<file path="config.mk">
export PLATFORM = sky130hd
export DESIGN_NAME = posit_mantissa_aligner_flat
export DESIGN_NICKNAME = d
export VERILOG_FILES = /design/src/rtl/posit_mantissa_aligner_pkg.sv /design/src/rtl/posit_mantissa_aligner_if.sv /design/src/rtl/posit_mantissa_aligner_sticky_shifter.sv /design/src/rtl/posit_mantissa_aligner.sv /design/src/flat_wrapper.sv
export SDC_FILE = /design/constraint.sdc
export NUM_CORES = 1
export LEC_CHECK = 0
export CORE_MARGIN = 5
export CORE_UTILIZATION = 51
export CTS_CLUSTER_SIZE = 8
export DETAILED_ROUTE_END_ITERATION = 16
export GPL_TIMING_DRIVEN = 1
export PLACE_DENSITY = 0.9
export SLEW_MARGIN = 20
export SYNTH_ARGS = -nofsm -noshare
export SYNTH_HDL_FRONTEND = slang
export SYNTH_HIERARCHICAL = 1
export SYNTH_SLANG_ARGS = --single-unit
</file>
<file path="constraint.sdc">
create_clock -name clk -period 3.35 [get_ports clk]
set_input_delay 0.5025 -clock clk [delete_from_list [all_inputs] [get_ports clk]]
set_output_delay 0.5025 -clock clk [all_outputs]
set_load 0.02 [all_outputs]
</file>
<file path="src/rtl/posit_mantissa_aligner_pkg.sv">
// Shared definitions for the posit add/sub mantissa aligner.
//   W_REG / W_EXP / W_MAN : default regime, exponent and fraction widths
//   W_ALN                 : aligned mantissa width {hidden, fraction, G, R, S}
//   W_DIFF                : signed scale-difference width
//   sign_t                : operand sign bit
//   posit_scale_diff()    : scale(big) - scale(small), scale = regime*2^W_EXP + exponent
package posit_mantissa_aligner_pkg;
  localparam int W_REG  = 4;
  localparam int W_EXP  = 2;
  localparam int W_MAN  = 8;
  localparam int W_ALN  = W_MAN + 4;
  localparam int W_DIFF = W_REG + W_EXP + 1;

  typedef logic sign_t;

  // Regime is signed; the exponent field is an unsigned offset within a regime.
  function automatic logic signed [W_DIFF-1:0] posit_scale_diff(
    input logic signed [W_REG-1:0] big_regime,
    input logic signed [W_REG-1:0] small_regime,
    input logic        [W_EXP-1:0] big_exponent,
    input logic        [W_EXP-1:0] small_exponent
  );
    logic signed [W_DIFF-1:0] reg_d, exp_d;
    reg_d = W_DIFF'(big_regime) - W_DIFF'(small_regime);
    exp_d = $signed(W_DIFF'(big_exponent)) - $signed(W_DIFF'(small_exponent));
    return (reg_d <<< W_EXP) + exp_d;
  endfunction
endpackage

</file>
<file path="src/rtl/posit_mantissa_aligner_if.sv">
// Operand-in / aligned-result-out bus of the mantissa aligner.
//   master : the upstream comparator / downstream adder side (drives in_*, out_ready)
//   slave  : the aligner itself
interface posit_mantissa_aligner_if #(
  parameter int W_REG = posit_mantissa_aligner_pkg::W_REG,
  parameter int W_EXP = posit_mantissa_aligner_pkg::W_EXP,
  parameter int W_MAN = posit_mantissa_aligner_pkg::W_MAN
);
  import posit_mantissa_aligner_pkg::*;

  logic                    in_valid;
  logic                    in_ready;
  sign_t                   big_sign;
  sign_t                   small_sign;
  logic signed [W_REG-1:0] big_regime;
  logic signed [W_REG-1:0] small_regime;
  logic        [W_EXP-1:0] big_exponent;
  logic        [W_EXP-1:0] small_exponent;
  logic        [W_MAN-1:0] big_mantissa;
  logic        [W_MAN-1:0] small_mantissa;
  logic                    small_zero;

  logic                    out_valid;
  logic                    out_ready;
  sign_t                   out_sign;
  logic                    out_eff_sub;
  logic signed [W_REG-1:0] out_regime;
  logic        [W_EXP-1:0] out_exponent;
  logic        [W_MAN+3:0] out_big_man;
  logic        [W_MAN+3:0] out_small_man;

  modport master (
    output in_valid, big_sign, small_sign, big_regime, small_regime,
           big_exponent, small_exponent, big_mantissa, small_mantissa,
           small_zero, out_ready,
    input  in_ready, out_valid, out_sign, out_eff_sub, out_regime,
           out_exponent, out_big_man, out_small_man
  );

  modport slave (
    input  in_valid, big_sign, small_sign, big_regime, small_regime,
           big_exponent, small_exponent, big_mantissa, small_mantissa,
           small_zero, out_ready,
    output in_ready, out_valid, out_sign, out_eff_sub, out_regime,
           out_exponent, out_big_man, out_small_man
  );
endinterface

</file>
<file path="src/rtl/posit_mantissa_aligner_sticky_shifter.sv">
// Combinational right shifter that can fold the shifted-out bits into the LSB.
//   W      : data width
//   SW     : shift-amount width (amounts >= W flush everything into lost)
//   STICKY : 1 = OR lost bits into dout[0], 0 = plain truncation
//   din -> dout = din >> shamt (with optional sticky LSB)
module posit_mantissa_aligner_sticky_shifter #(
  parameter int W      = 12,
  parameter int SW     = 7,
  parameter bit STICKY = 1'b1
) (
  input  logic [W-1:0]  din,
  input  logic [SW-1:0] shamt,
  output logic [W-1:0]  dout
);
  logic [W-1:0] shifted;
  logic [W-1:0] lost_mask;
  logic         lost;

  // Oversized shifts give shifted=0 and an all-ones mask, which is exactly
  // the saturation behaviour, so no separate range compare is needed.
  assign shifted   = din >> shamt;
  assign lost_mask = ~({W{1'b1}} << shamt);
  assign lost      = |(din & lost_mask);
  assign dout      = {shifted[W-1:1], shifted[0] | (STICKY & lost)};
endmodule

</file>
<file path="src/rtl/posit_mantissa_aligner.sv">
// Posit add/sub mantissa aligner: two-stage valid/ready pipeline.
//   stage 1 : scale difference, hidden-bit restore of the small mantissa
//   stage 2 : right-align the small mantissa, guard/round/sticky generation
// Ports: clk, rst (sync, active high), io (posit_mantissa_aligner_if.slave).
// Build option: ALIGNER_STICKY_EN folds shifted-out bits into the LSB; without
// it the small mantissa is plainly truncated.
module posit_mantissa_aligner #(
  parameter int W_REG = posit_mantissa_aligner_pkg::W_REG,
  parameter int W_EXP = posit_mantissa_aligner_pkg::W_EXP,
  parameter int W_MAN = posit_mantissa_aligner_pkg::W_MAN
) (
  input logic                     clk,
  input logic                     rst,
  posit_mantissa_aligner_if.slave io
);
  import posit_mantissa_aligner_pkg::*;

  localparam int WA = W_MAN + 4;
  localparam int WD = W_REG + W_EXP + 1;
`ifdef ALIGNER_STICKY_EN
  localparam bit STICKY_EN = 1'b1;
`else
  localparam bit STICKY_EN = 1'b0;
`endif

  // handshake
  logic s1_valid, out_valid;
  logic s1_adv, s2_adv;

  assign s2_adv      = ~out_valid | io.out_ready;
  assign s1_adv      = ~s1_valid | s2_adv;
  assign io.in_ready = s1_adv;

  // scale difference (exponent is an unsigned in-regime offset)
  logic signed [WD-1:0] reg_d, exp_d, diff_raw;
  logic        [WD-1:0] diff_clamp;

  assign reg_d      = WD'($signed(io.big_regime)) - WD'($signed(io.small_regime));
  assign exp_d      = $signed(WD'(io.big_exponent)) - $signed(WD'(io.small_exponent));
  assign diff_raw   = (reg_d <<< W_EXP) + exp_d;
  // upstream ordering makes diff >= 0; a negative value is squashed to no shift
  assign diff_clamp = diff_raw[WD-1] ? '0 : diff_raw;

  // stage 1 registers
  sign_t                   s1_sign;
  logic                    s1_eff_sub;
  logic signed [W_REG-1:0] s1_regime;
  logic        [W_EXP-1:0] s1_exponent;
  logic        [WA-1:0]    s1_big_man;
  logic        [WA-1:0]    s1_pre_small;
  logic        [WD-1:0]    s1_diff;

  // stage 2 registers
  sign_t                   s2_sign;
  logic                    s2_eff_sub;
  logic signed [W_REG-1:0] s2_regime;
  logic        [W_EXP-1:0] s2_exponent;
  logic        [WA-1:0]    s2_big_man;
  logic        [WA-1:0]    s2_small_man;

  logic [WA-1:0] small_aligned;

  posit_mantissa_aligner_sticky_shifter #(
    .W      (WA),
    .SW     (WD),
    .STICKY (STICKY_EN)
  ) u_shift (
    .din   (s1_pre_small),
    .shamt (s1_diff),
    .dout  (small_aligned)
  );

  always_ff @(posedge clk) begin
    if (rst) begin
      s1_valid     <= 1'b0;
      s1_sign      <= '0;
      s1_eff_sub   <= 1'b0;
      s1_regime    <= '0;
      s1_exponent  <= '0;
      s1_big_man   <= '0;
      s1_pre_small <= '0;
      s1_diff      <= '0;
      out_valid    <= 1'b0;
      s2_sign      <= '0;
      s2_eff_sub   <= 1'b0;
      s2_regime    <= '0;
      s2_exponent  <= '0;
      s2_big_man   <= '0;
      s2_small_man <= '0;
    end else begin
      if (s1_adv) s1_valid <= io.in_valid;
      if (s1_adv && io.in_valid) begin
        s1_sign      <= io.big_sign;
        s1_eff_sub   <= io.big_sign ^ io.small_sign;
        s1_regime    <= io.big_regime;
        s1_exponent  <= io.big_exponent;
        s1_big_man   <= {1'b1, io.big_mantissa, 3'b000};
        // a zero small operand contributes nothing, hidden bit included
        s1_pre_small <= {~io.small_zero, io.small_mantissa & {W_MAN{~io.small_zero}}, 3'b000};
        s1_diff      <= diff_clamp;
      end
      if (s2_adv) out_valid <= s1_valid;
      if (s2_adv && s1_valid) begin
        s2_sign      <= s1_sign;
        s2_eff_sub   <= s1_eff_sub;
        s2_regime    <= s1_regime;
        s2_exponent  <= s1_exponent;
        s2_big_man   <= s1_big_man;
        s2_small_man <= small_aligned;
      end
    end
  end

  assign io.out_valid     = out_valid;
  assign io.out_sign      = s2_sign;
  assign io.out_eff_sub   = s2_eff_sub;
  assign io.out_regime    = s2_regime;
  assign io.out_exponent  = s2_exponent;
  assign io.out_big_man   = s2_big_man;
  assign io.out_small_man = s2_small_man;
endmodule

</file>
<file path="src/flat_wrapper.sv">
// flat-port wrapper written by rule: the top's interface ports become plain ports
module posit_mantissa_aligner_flat import posit_mantissa_aligner_pkg::*;
#(
  parameter int W_REG = posit_mantissa_aligner_pkg::W_REG,
  parameter int W_EXP = posit_mantissa_aligner_pkg::W_EXP,
  parameter int W_MAN = posit_mantissa_aligner_pkg::W_MAN
)
  (clk, rst, io_in_valid, io_big_sign, io_small_sign, io_big_regime, io_small_regime, io_big_exponent, io_small_exponent, io_big_mantissa, io_small_mantissa, io_small_zero, io_out_ready, io_in_ready, io_out_valid, io_out_sign, io_out_eff_sub, io_out_regime, io_out_exponent, io_out_big_man, io_out_small_man);
  posit_mantissa_aligner_if #(.W_REG(W_REG), .W_EXP(W_EXP), .W_MAN(W_MAN)) io_i ();
  input logic clk;
  input logic rst;
  input wire logic [$bits(io_i.in_valid)-1:0] io_in_valid;
  input wire logic [$bits(io_i.big_sign)-1:0] io_big_sign;
  input wire logic [$bits(io_i.small_sign)-1:0] io_small_sign;
  input wire logic [$bits(io_i.big_regime)-1:0] io_big_regime;
  input wire logic [$bits(io_i.small_regime)-1:0] io_small_regime;
  input wire logic [$bits(io_i.big_exponent)-1:0] io_big_exponent;
  input wire logic [$bits(io_i.small_exponent)-1:0] io_small_exponent;
  input wire logic [$bits(io_i.big_mantissa)-1:0] io_big_mantissa;
  input wire logic [$bits(io_i.small_mantissa)-1:0] io_small_mantissa;
  input wire logic [$bits(io_i.small_zero)-1:0] io_small_zero;
  input wire logic [$bits(io_i.out_ready)-1:0] io_out_ready;
  output wire logic [$bits(io_i.in_ready)-1:0] io_in_ready;
  output wire logic [$bits(io_i.out_valid)-1:0] io_out_valid;
  output wire logic [$bits(io_i.out_sign)-1:0] io_out_sign;
  output wire logic [$bits(io_i.out_eff_sub)-1:0] io_out_eff_sub;
  output wire logic [$bits(io_i.out_regime)-1:0] io_out_regime;
  output wire logic [$bits(io_i.out_exponent)-1:0] io_out_exponent;
  output wire logic [$bits(io_i.out_big_man)-1:0] io_out_big_man;
  output wire logic [$bits(io_i.out_small_man)-1:0] io_out_small_man;
  assign io_i.in_valid = io_in_valid;
  assign io_i.big_sign = io_big_sign;
  assign io_i.small_sign = io_small_sign;
  assign io_i.big_regime = io_big_regime;
  assign io_i.small_regime = io_small_regime;
  assign io_i.big_exponent = io_big_exponent;
  assign io_i.small_exponent = io_small_exponent;
  assign io_i.big_mantissa = io_big_mantissa;
  assign io_i.small_mantissa = io_small_mantissa;
  assign io_i.small_zero = io_small_zero;
  assign io_i.out_ready = io_out_ready;
  assign io_in_ready = io_i.in_ready;
  assign io_out_valid = io_i.out_valid;
  assign io_out_sign = io_i.out_sign;
  assign io_out_eff_sub = io_i.out_eff_sub;
  assign io_out_regime = io_i.out_regime;
  assign io_out_exponent = io_i.out_exponent;
  assign io_out_big_man = io_i.out_big_man;
  assign io_out_small_man = io_i.out_small_man;
  posit_mantissa_aligner #(.W_REG(W_REG), .W_EXP(W_EXP), .W_MAN(W_MAN)) u_core (.clk(clk), .rst(rst), .io(io_i));
endmodule
</file>
### Word-level counts from Yosys, hierarchy flattened

Index checks and enable logic that the tools add are counted.

* add/subtract/negate cells: 3
* bitwise gates (word level): 7
* shifts and indexed selects: 1
* reductions and logical operators: 2
* muxes and demuxes: 1

Operator list (count)
* >> shifter 12 x 7 -> 12 bit: 1
* AND 8 bit: 1
* adder 7 bit: 1
* two-way mux 6 bit: 1
* subtractor 4 x 4 -> 5 bit: 1
* inverter 1 bit: 3
* subtractor 2 x 2 -> 3 bit: 1
* logical AND 1 bit: 2
* bitwise OR 1 bit: 2
* bitwise XOR 1 bit: 1

* register bits: 64
* output and inout bits: 34
* bits of input ports: 35

### Logic depth before layout (Yosys ltp)

Gate-level depths: netlist of run 1.

* depth after elaboration: 4
* mapped depth: 11
* depth with buffers taken out: 11

### Hierarchy

Netlist of run 1, hierarchy kept.

Modules (own cells, without submodules)
* posit_mantissa_aligner: area each 2630.0 µm², instances 1, sequential area each 1261.2 µm², cells each 314
* posit_mantissa_aligner_sticky_shifter: area each 518.0 µm², instances 1, sequential area each 0.0 µm², cells each 55

### Worst setup path after synthesis of run 1

Ideal clock, no wire load.

* kind: in2reg
* start: in io_big_regime[0]
* end: reg u_core.s1_diff[4]
* data required time: 3254 ps
* path buffers: 0
* setup time: 96 ps
* stages on the path: 8
* setup slack: 761 ps
* arrival time: 2493 ps
* cell sequence: inv_1 ha_1 fa_1 fa_1 nand2b_1 a21oi_1 xnor3_2 o41ai_2

* cells in the longest elaborated chain, start to end: 3

Ends and longest elaborated chain
* start, declared: line flat_wrapper.sv:15 `input wire logic [$bits(io_i.big_regime)-1:0] io_big_regime;`
* subtractor 4 x 4 -> 5 bit: line posit_mantissa_aligner.sv:38 `assign reg_d = WD'($signed(io.big_regime)) - WD'($signed(io.small_regime));`
* adder 7 bit: line posit_mantissa_aligner.sv:40 `assign diff_raw = (reg_d <<< W_EXP) + exp_d;`
* two-way mux 6 bit: line posit_mantissa_aligner.sv:42 `assign diff_clamp = diff_raw[WD-1] ? '0 : diff_raw;`
* end signal, assigned: line posit_mantissa_aligner.sv:100 `s1_diff <= diff_clamp;`
* end, declared: line posit_mantissa_aligner.sv:51 `logic [WD-1:0] s1_diff;`

No other way between the ends.
A chain may end at the register's enable or synchronous reset.

### Worst setup path after layout of run 1

* start: in io_big_regime[0]
* end: reg u_core.s1_diff[5]

Same word-level chain as after synthesis.

==> metrics.md, run 1 <==
| Metric | Value |
|---|---|
| Status | `complete, no violations` |
| Area grow syn2layout | `28.8%` |
| Final setup fails | `0` |
| Combinational fraction of design power | `18.5%` |
| Crit Path Category | `input port to register` |
| Yosys cell types | `40` |
| Drt total wl | `7.28 mm` |
| Post-Synth XOR/XNOR Area | `2.15%` |
| Yosys top cell area share | `40.1%` |
| CP startpoint kind | `input port` |
| Die width | `88.6 um` |
| Reg2reg setup slack | `1.24 ns` |
| Internal power | `1390 uW` |
| TritonCTS clock tree | `done` |
| Layout Nets | `478` |
| Critical Path RT | `3.59 ns` |
| Synth Area in Compound Gates | `15.3%` |
| Post-synthesis sequential area ratio | `40.1%` |
| Min-Delay Path Depth | `2` |
| Fillers | `462` |
| # H-tree levels | `3` |
| Top cell type by total area after synthesis | `dfxtp_1` |
| P_leak | `0.00150 uW` |
| Most frequent cells in the layout | `99 x nand2_1, 64 x clkdlybuf4s50_1, 63 x dfxtp_1` |
| Clock-pin slew on the worst setup and hold paths | `0.07 ns` |
| HP Start | `u_core/io.out_small_man[4]` |
| Net Sw Frac | `28.7%` |
| Post-DR vias/cell | `5.31` |
| Number of global-route vias before repair | `2592` |
| Syn avg cell area | `8.53 um^2` |
| Die area | `0.00784 mm^2` |
| Relative slew slack | `38.7%` |
| Synth area leaders | `dfxtp_1 40%, nand2_1 12%, a21oi_1 9.1%, mux4_2 5.7%, nand3b_1 3.8%` |
| Reg2Reg Depth | `5` |
| Peak supply drop | `0.000324 V` |
| Global route overflow | `0` |
| RSZ-0062 raised after global routing | `false` |
| Synthesis-stage register bit count | `63` |
| Fin crit period | `2.94 ns` |
| Final setup margin | `0.407 ns` |
| TritonCTS buffer count | `9` |
| Initial Utilization | `52.9%` |
| # hold bufs at CTS | `0` |
| Remaining DRCs | `0` |
| DR WL/cell | `14.3 um` |
| All-layer global routing usage | `19.4%` |
| Clock share of power | `38.6%` |
| # port buffers | `65` |
| Clock Latency Late Sink | `0.34 ns` |
| Pre-Repair DR Iteration Count | `5` |
| Fin. max-slew vios | `0` |
| R2R Path Start | `u_core/s1_diff[0]` |
| Worst path slowest cell | `fa_1` |
| First-pass GRT wire length | `11.8 mm` |
| Placer Congestion | `0.820` |
| Clk root buf | `clkbuf_8` |
| CP cell instances | `clkdlybuf4s50_1 -> inv_1 -> ha_1 -> fa_1 -> fa_1 -> nand2b_1 -> a21oi_1 -> xnor3_2 -> o41ai_2` |
| Largest family of logic cells by synthesized area | `simple AND/OR/NAND/NOR gates` |
| Sequential power share | `42.9%` |
| Dpl ws | `0.0393 ns` |
| Largest net degree at the start of global routing | `53` |
| Sw Pwr | `561 uW` |
| Worst EP arrival | `3.18 ns` |
| Initial antenna violation count | `0` |
| Row count | `28` |
| Share of cells above drive strength 1 | `9.63%` |
| Slew @ Worst Pin | `0.919 ns` |
| WHS | `0.456 ns` |
| Die Y-Extent | `88.6 um` |
| Core footprint | `0.00596 mm^2` |
| Post-DP HPWL | `5.15 mm` |
| Upper clock frequency limit | `0.340 GHz` |
| IO Count | `69` |
| YS warnings | `6` |
| Most common cell on crit path | `fa_1` |
| Hold violation count in the final report | `0` |
| Setup bufs post-CTS | `0` |
| Antenna-violating nets left | `0` |
| Synth Area in Simple Gates | `21.1%` |
| Ant diodes | `0` |
| # clock sinks | `63` |
| Hold crit path type | `register to register` |
| Mapped Area | `0.00315 mm^2` |
| Mux cell area share after synthesis | `9.62%` |
| Fin Setup TNS | `0 ns` |
| Biggest cell delay along the critical path | `0.49 ns` |
| Fin crit share | `87.8%` |
| Min-Delay Endpoint | `u_core/io.out_small_man[4]` |
| Total number of vias | `2715` |
| CTS Buffer Depth | `2` |
| Post-Syn Instances | `369` |
| Post-CTS Resized | `0` |
| Reg2reg end | `u_core/io.out_small_man[6]` |
| Pwr dens | `482 mW/mm^2` |
| Post-synthesis adder-cell area fraction | `5.48%` |
| Max-Cap Viols | `0` |
| Worst-path fanout max | `6` |
| Iter 0 DRT Violations | `146` |
| CP Capture Type | `register` |
| Clk_skew | `0.00884 ns` |
| Leading cell type in the layout, fill and taps excluded | `nand2_1` |
## metal layers
layer  track usage [%]  up-vias  part of all wire [%]
met2              31.6       82                    48
met1              24.4     1254                    44
li1                  -     1364                     -
met3              4.10       15                   5.8
met4              9.34        0                   2.2
met5                 0        -                     0
## cells by family (layout without fill, tap and decap cells)
logic type | after synthesis | after routing
xor+xnor | 6 | 6
fa+ha+maj | 12 | 12
other cells | 1 | 12
buf+inv | 43 | 99
flops | 63 | 63
compound gates | 76 | 76
simple gates | 148 | 148
mux | 20 | 20
## power groups by stage
| stage | clock, uW | combinational (uW) | sequential (uW) |
|---|---|---|---|
| 2_1_floorplan | 0 | 271 | 836 |
| 3_3_place_gp | 0 | 343 | 850 |
| 3_5_place_dp | 0 | 358 | 854 |
| 4_1_cts | 764 | 360 | 836 |
| 5_1_grt | 802 | 395 | 845 |
| 6_report | 754 | 361 | 838 |
## state kept, by name, summed over array words and instances, names as in the netlist
register	flops
u_core/io.out_big_man	9
u_core/io.out_eff_sub	1
u_core/io.out_exponent	2
u_core/io.out_regime	4
u_core/io.out_sign	1
u_core/io.out_small_man	12
u_core/io.out_valid	1
u_core/s1_big_man	9
u_core/s1_diff	6
u_core/s1_eff_sub	1
u_core/s1_exponent	2
u_core/s1_pre_small	9
u_core/s1_regime	4
u_core/s1_sign	1
u_core/s1_valid	1
## area by class of cell
cell class | instances | area, um^2 | share of cell area [%]
Timing Repair Buffer | 69 | 676 | 16.7
Inverter | 14 | 52.6 | 1.30
Tap cell | 75 | 93.8 | 2.31
Multi-Input combinational cell | 274 | 1740 | 43.0
Clock inverter | 7 | 104 | 2.56
Sequential cell | 63 | 1260 | 31.1
Clock buffer | 9 | 124 | 3.06
## Yosys cell counts, drive strengths merged
cell type / n
a31o: 1
nor4: 2
fa: 3
nand3: 1
ha: 9
xor2: 2
mux2: 2
nor2: 14
nor3: 5
conb: 1
xnor3: 1
o32ai: 2
a32oi: 1
o41ai: 5
o21ba: 1
inv: 14
a21oi: 57
nand2b: 4
nand2: 99
mux4: 8
and2: 1
a2111oi: 1
or4: 1
buf: 14
mux2i: 10
nor4b: 1
xnor2: 3
o21ai: 1
clkbuf: 15
a21o: 2
nand3b: 16
dfxtp: 63
o22ai: 2
a211oi: 2
a31oi: 1
nor2b: 4
## per-stage QoR
stage / total power [uW] / instance area [um^2] / std cells / utilization (%)
finish: 1950 / 4050 / 511 / 68.1
global route: 2040 / 4050 / 511 / 68.1
CTS: 1960 / 4050 / 511 / 68.0
detailed placement: 1210 / 3820 / 495 / 64.2
global placement: 1190 / 3820 / 495 / 64.2
floorplan: 1110 / 3190 / 380 / -
## how the worst max path moves through the flow
stage	start	end	slack [ns]	cells past startpoint
final	io_big_regime[0]	u_core/s1_diff[5]	0.41	9
after global routing	io_big_regime[0]	u_core/s1_diff[5]	0.32	9
after CTS	io_big_regime[0]	u_core/s1_diff[5]	0.41	9
after detailed placement	io_big_regime[0]	u_core/s1_diff[5]	0.04	9
after global placement	io_big_regime[0]	u_core/s1_diff[4]	0.20	9
after floorplan	io_big_regime[0]	u_core/s1_diff[4]	0.76	8
## worst max-delay path, delay by kind of cell
kind | cells | cell delay [ns]
xor+xnor | 1 | 0.36
buf+inv | 2 | 0.54
compound gates | 2 | 0.44
fa+ha+maj | 3 | 1.18
simple gates | 1 | 0.16
(Power assumes the default switching activity.)
==> run 2, diff against run 1 <==
--- a/config.mk
+++ b/config.mk
@@ -11,6 +11,7 @@
 export DETAILED_ROUTE_END_ITERATION = 16
 export GPL_TIMING_DRIVEN = 1
 export PLACE_DENSITY = 0.9
+export SKIP_CTS_REPAIR_TIMING = 1
 export SLEW_MARGIN = 20
 export SYNTH_ARGS = -nofsm -noshare
 export SYNTH_HDL_FRONTEND = slang
==> results of run 2 <==
The final DEF is identical to that of run 1; final timing and power are the same.
==> RTL edit 1 (settings of run 2) <==
Build with the macro `ALIGNER_STICKY_EN` defined.
--- a/src/rtl/posit_mantissa_aligner.sv
+++ b/src/rtl/posit_mantissa_aligner.sv
@@ -6,2 +6,4 @@
 // it the small mantissa is plainly truncated.
+`define ALIGNER_STICKY_EN
+
 module posit_mantissa_aligner #(
Formal check against the unedited RTL: not equivalent (Yosys sat finds a counterexample within 4 cycles, from zero or initial values and one cycle with rst high).
==> RTL edit 1 against run 2 <==
- setup slack gained 0.064 ns
- power shrank 0.35%
- cell area grew 4.6%
- clock power shrank 11%
- combinational power grew 16%
- core utilization shrank 1.3 points
- routed wire length grew 12%
- sequential cell count is the same
- non-clock buffer count is the same
- largest cell class unchanged
- area after synthesis grew 5.7%
- final cell count grew 10%
==> RTL edit 1: results (changes against run 2) <==
Worst Skew -> 0.009377 ns (+0.0005342 ns)
H-tree depth -> 3 (unchanged)
Iter 0 DRT Violations -> 286 (+96%)
largest net degree at the start of global routing -> 53 (unchanged)
Seq/Total Area, Yosys -> 37.89% (-2.2 points)
pwr dens -> 459.1 mW/mm2 (-4.7%)
clk_lat worst skew -> 0.35 ns
TritonCTS Buffers -> 9 (unchanged)
Arrival @ worst endpoint -> 3.12 ns (-0.06 ns)
GPL Wtd Cong -> 0.8906 (+8.6%)
Nets -> 528 (+10%)
Avg Synthesized Cell Area -> 8.098 um2 (-5.1%)
Cell variety after synth -> 51 (+28%)
Clk power -> 0.672 mW (-11%)
switching share of power -> 31.43% (+2.7 points)
total track usage -> 19.89% (+0.51 points)
ys flop type -> dfxtp_1
placed cell count -> 547 (+11%)
run status -> finished clean
layout cells sized above 1 -> 7.613% (-2.0 points)
Slew HR -> 38.32% (-0.42 points)
Comb power frac -> 21.6% (+3.1 points)
Routed WL per cell -> 14.53 um (+2.0%)
Leak -> 1.596 nW (+6.3%)
first-pass GRT wire length -> 13660 um (+15%)
count of input and output buffers -> 65 (unchanged)
FILL cells -> 490 (+6.1%)
Pwr Total -> 1.947 mW (-0.35%)
max reg flops -> 12 (unchanged)
Slowest Stage Delay on Critical Path -> 0.49 ns (about the same)
DR vias -> 3126 (+15%)
asr flop ratio synth -> 0% (unchanged)
Clock transition at path regs -> 0.08 ns
Ys Warns -> 6 (unchanged)
Place WS -> 0.1159 ns (+0.07653 ns)
Synth area leaders -> dfxtp_1 (38%), nand2_1 (12%), a21oi_1 (9.6%), nand3b_1 (3.8%), ha_1 (3.4%)
Longest Clk Path Bufs -> 2 (unchanged)
Synth top area share -> 37.89% (-2.2 points)
router iterations before antenna repair -> 5 (unchanged)
critical-path maximum fanout -> 6 (unchanged)
top post-synthesis cells by count -> nand2_1 (103), a21oi_1 (64), dfxtp_1 (63)
VDD IR-drop max -> 0.2943 mV (-9.3%)
hpwl dp -> 5735 um (+11%)
initial antenna violation count -> 0 (unchanged)
Post-Route WL -> 8183 um (+12%)
vias in the first global route -> 2934 (+13%)
Placed Area -> 0.004031 mm2 (+5.5%)
-- RTL edit 1: cell types whose count changed in the layout (fill, tap and decap cells not counted), moves of 3 or more --
cell,change
a21oi_1,+7
conb_1,+10
mux2i_1,-3
mux4_2,-5
nand2_1,+4
nor3_1,+6
o21ai_0,+7
-- RTL edit 1: logic make-up after synthesis --
kind of cell / count (synthesis) / share of synthesized area, %
simple gates: 168 / 22.89
compound gates: 100 / 18.87
buf+inv: 46 / 6.315
xor+xnor: 6 / 2.030
flops: 63 / 37.89
mux: 14 / 6.391
fa+ha+maj: 13 / 5.489
other cells: 1 / 0.1127
-- RTL edit 1: final cells by class --
type / count / share of cell area, %
Clock buffer: 9 / 2.921
Tap cell: 77 / 2.272
Inverter: 15 / 1.328
Sequential cell: 63 / 29.74
Multi-Input combinational cell: 323 / 45.91
Timing Repair Buffer: 69 / 15.93
Clock inverter: 7 / 1.888
-- RTL edit 1: path summary, 6_finish.rpt --
check	from	to	slack, ns	depth (start not counted)
min	u_core/s1_big_man[11]	u_core/io.out_big_man[11]	0.45	2
max reg2reg	u_core/s1_diff[0]	u_core/io.out_small_man[0]	0.96	6
max	io_big_regime[0]	u_core/s1_diff[5]	0.47	9
min reg2reg	u_core/s1_big_man[11]	u_core/io.out_big_man[11]	0.45	2
-- RTL edit 1: worst min-delay path, cell delays in order (launching register included) --
cell and delay [ns]:
dfxtp_1 0.31, nand2_1 0.05, a21oi_1 0.05
-- RTL edit 1: layer usage --
layer	vias up	GRT usage, %	share of wire [%]
met1	1437	25.84	42
li1	1535	-	-
met3	18	3.167	7.5
met2	136	32.26	48
met4	0	9.169	2.4
met5	-	0	0
==> RTL edit 2 (config.mk and constraints of run 2) <==
Made on the original files. Make the reset (`rst`) asynchronous in one clocked block.
--- a/src/rtl/posit_mantissa_aligner.sv
+++ b/src/rtl/posit_mantissa_aligner.sv
@@ -72,3 +72,3 @@
 
-  always_ff @(posedge clk) begin
+  always_ff @(posedge clk or posedge rst) begin
     if (rst) begin
Function: differs if rst is asserted again (counterexample within 4 cycles, from zero or initial values and one cycle with rst high); with rst held inactive, the same outputs for 10 cycles.
==> RTL edit 2 against run 2 <==
- non-clock buffer count unchanged
- die area increased by 3.0%
- sequential cell count unchanged
- cell area increased by 3.0%
- routed wire length decreased by 6.1%
- setup slack improved by 0.098 ns
- area after synthesis increased by 3.4%
Power is not compared: it rests on default switching activity, and its combinational part moved more than twofold at a synthesized area within 25%.
==> RTL edit 2: results (changes against run 2) <==
layout cells sized above 1 -> 21.84% (+12 points)
worst hold path cell count -> 1 (-1)
Reg area -> 0.001577 mm2 (+25%)
FF-to-FF End -> u_core/io.out_small_man[6]
Seq/Total Area, Yosys -> 48.42% (+8.4 points)
Reg2Reg Setup Slack -> 1.11 ns (-0.13 ns)
FILL cells -> 455 (-1.5%)
Synth area leaders -> dfrtp_1 (48%), mux2_2 (15%), mux4_2 (5.5%), ha_1 (3.5%), mux2i_1 (3.1%)
number of clock buffers in the layout -> 10 (+1)
GPL Wtd Cong -> 0.8092 (-1.4%)
end of the critical path -> u_core/s1_diff[0]
cell type with the largest total area after synthesis -> dfrtp_1
total track usage -> 18.19% (-1.2 points)
#MultiIn Comb -> 186 (-32%)
Slew HR -> 41.97% (+3.2 points)
Met3 Routed Length -> 525 um (+24%)
fraction of area in multi-input gates -> 37.67% (-5.3 points)
Post-Route WL -> 6842 um (-6.1%)
run status -> finished clean
asr flop ratio synth -> 100.0% (+100 points)
router iterations before antenna repair -> 4 (-1)
Nets -> 390 (-18%)
met2 Resource Use GR -> 29.63% (-2.0 points)
Arrival @ worst endpoint -> 3.09 ns (-0.09 ns)
Final clock-cell share -> 4.375% (-1.2 points)
## RTL edit 2: changes by cell type after synthesis, moves of 11 or more
cell,before,now
o21ai_0,0,15
nand2_1,99,24
dfrtp_1,0,63
nand3b_1,16,1
nand2b_1,4,15
dfxtp_1,63,0
mux2_2,2,42
a21oi_1,57,3
## RTL edit 2: cells by family after synthesis
logic type,share of synthesized area (%)
other,0.1152
buffers and inverters,4.535
adders and majority gates,5.304
xor gates and xnor gates,2.075
and+or+nand+nor,9.454
AOI/OAI and AO/OA,6.956
DFF,48.42
muxes,23.14
## RTL edit 2: per-stage QoR
step	instances	hold slack [ns]	area, um2	setup slack [ns]
final	425	0.4726	4175	0.5054
after global routing	425	0.5095	4175	0.4180
after CTS	425	0.4748	4174	0.4974
after detailed placement	409	0.4524	3991	0.1584
after global placement	409	0.4477	3991	0.2623
after floorplan	280	0.4305	3297	0.8100
## RTL edit 2: where the power goes
group	switching, mW	internal [mW]
sequential	0.154	0.910
combinational	0.393	0.470
clock	0.317	0.291
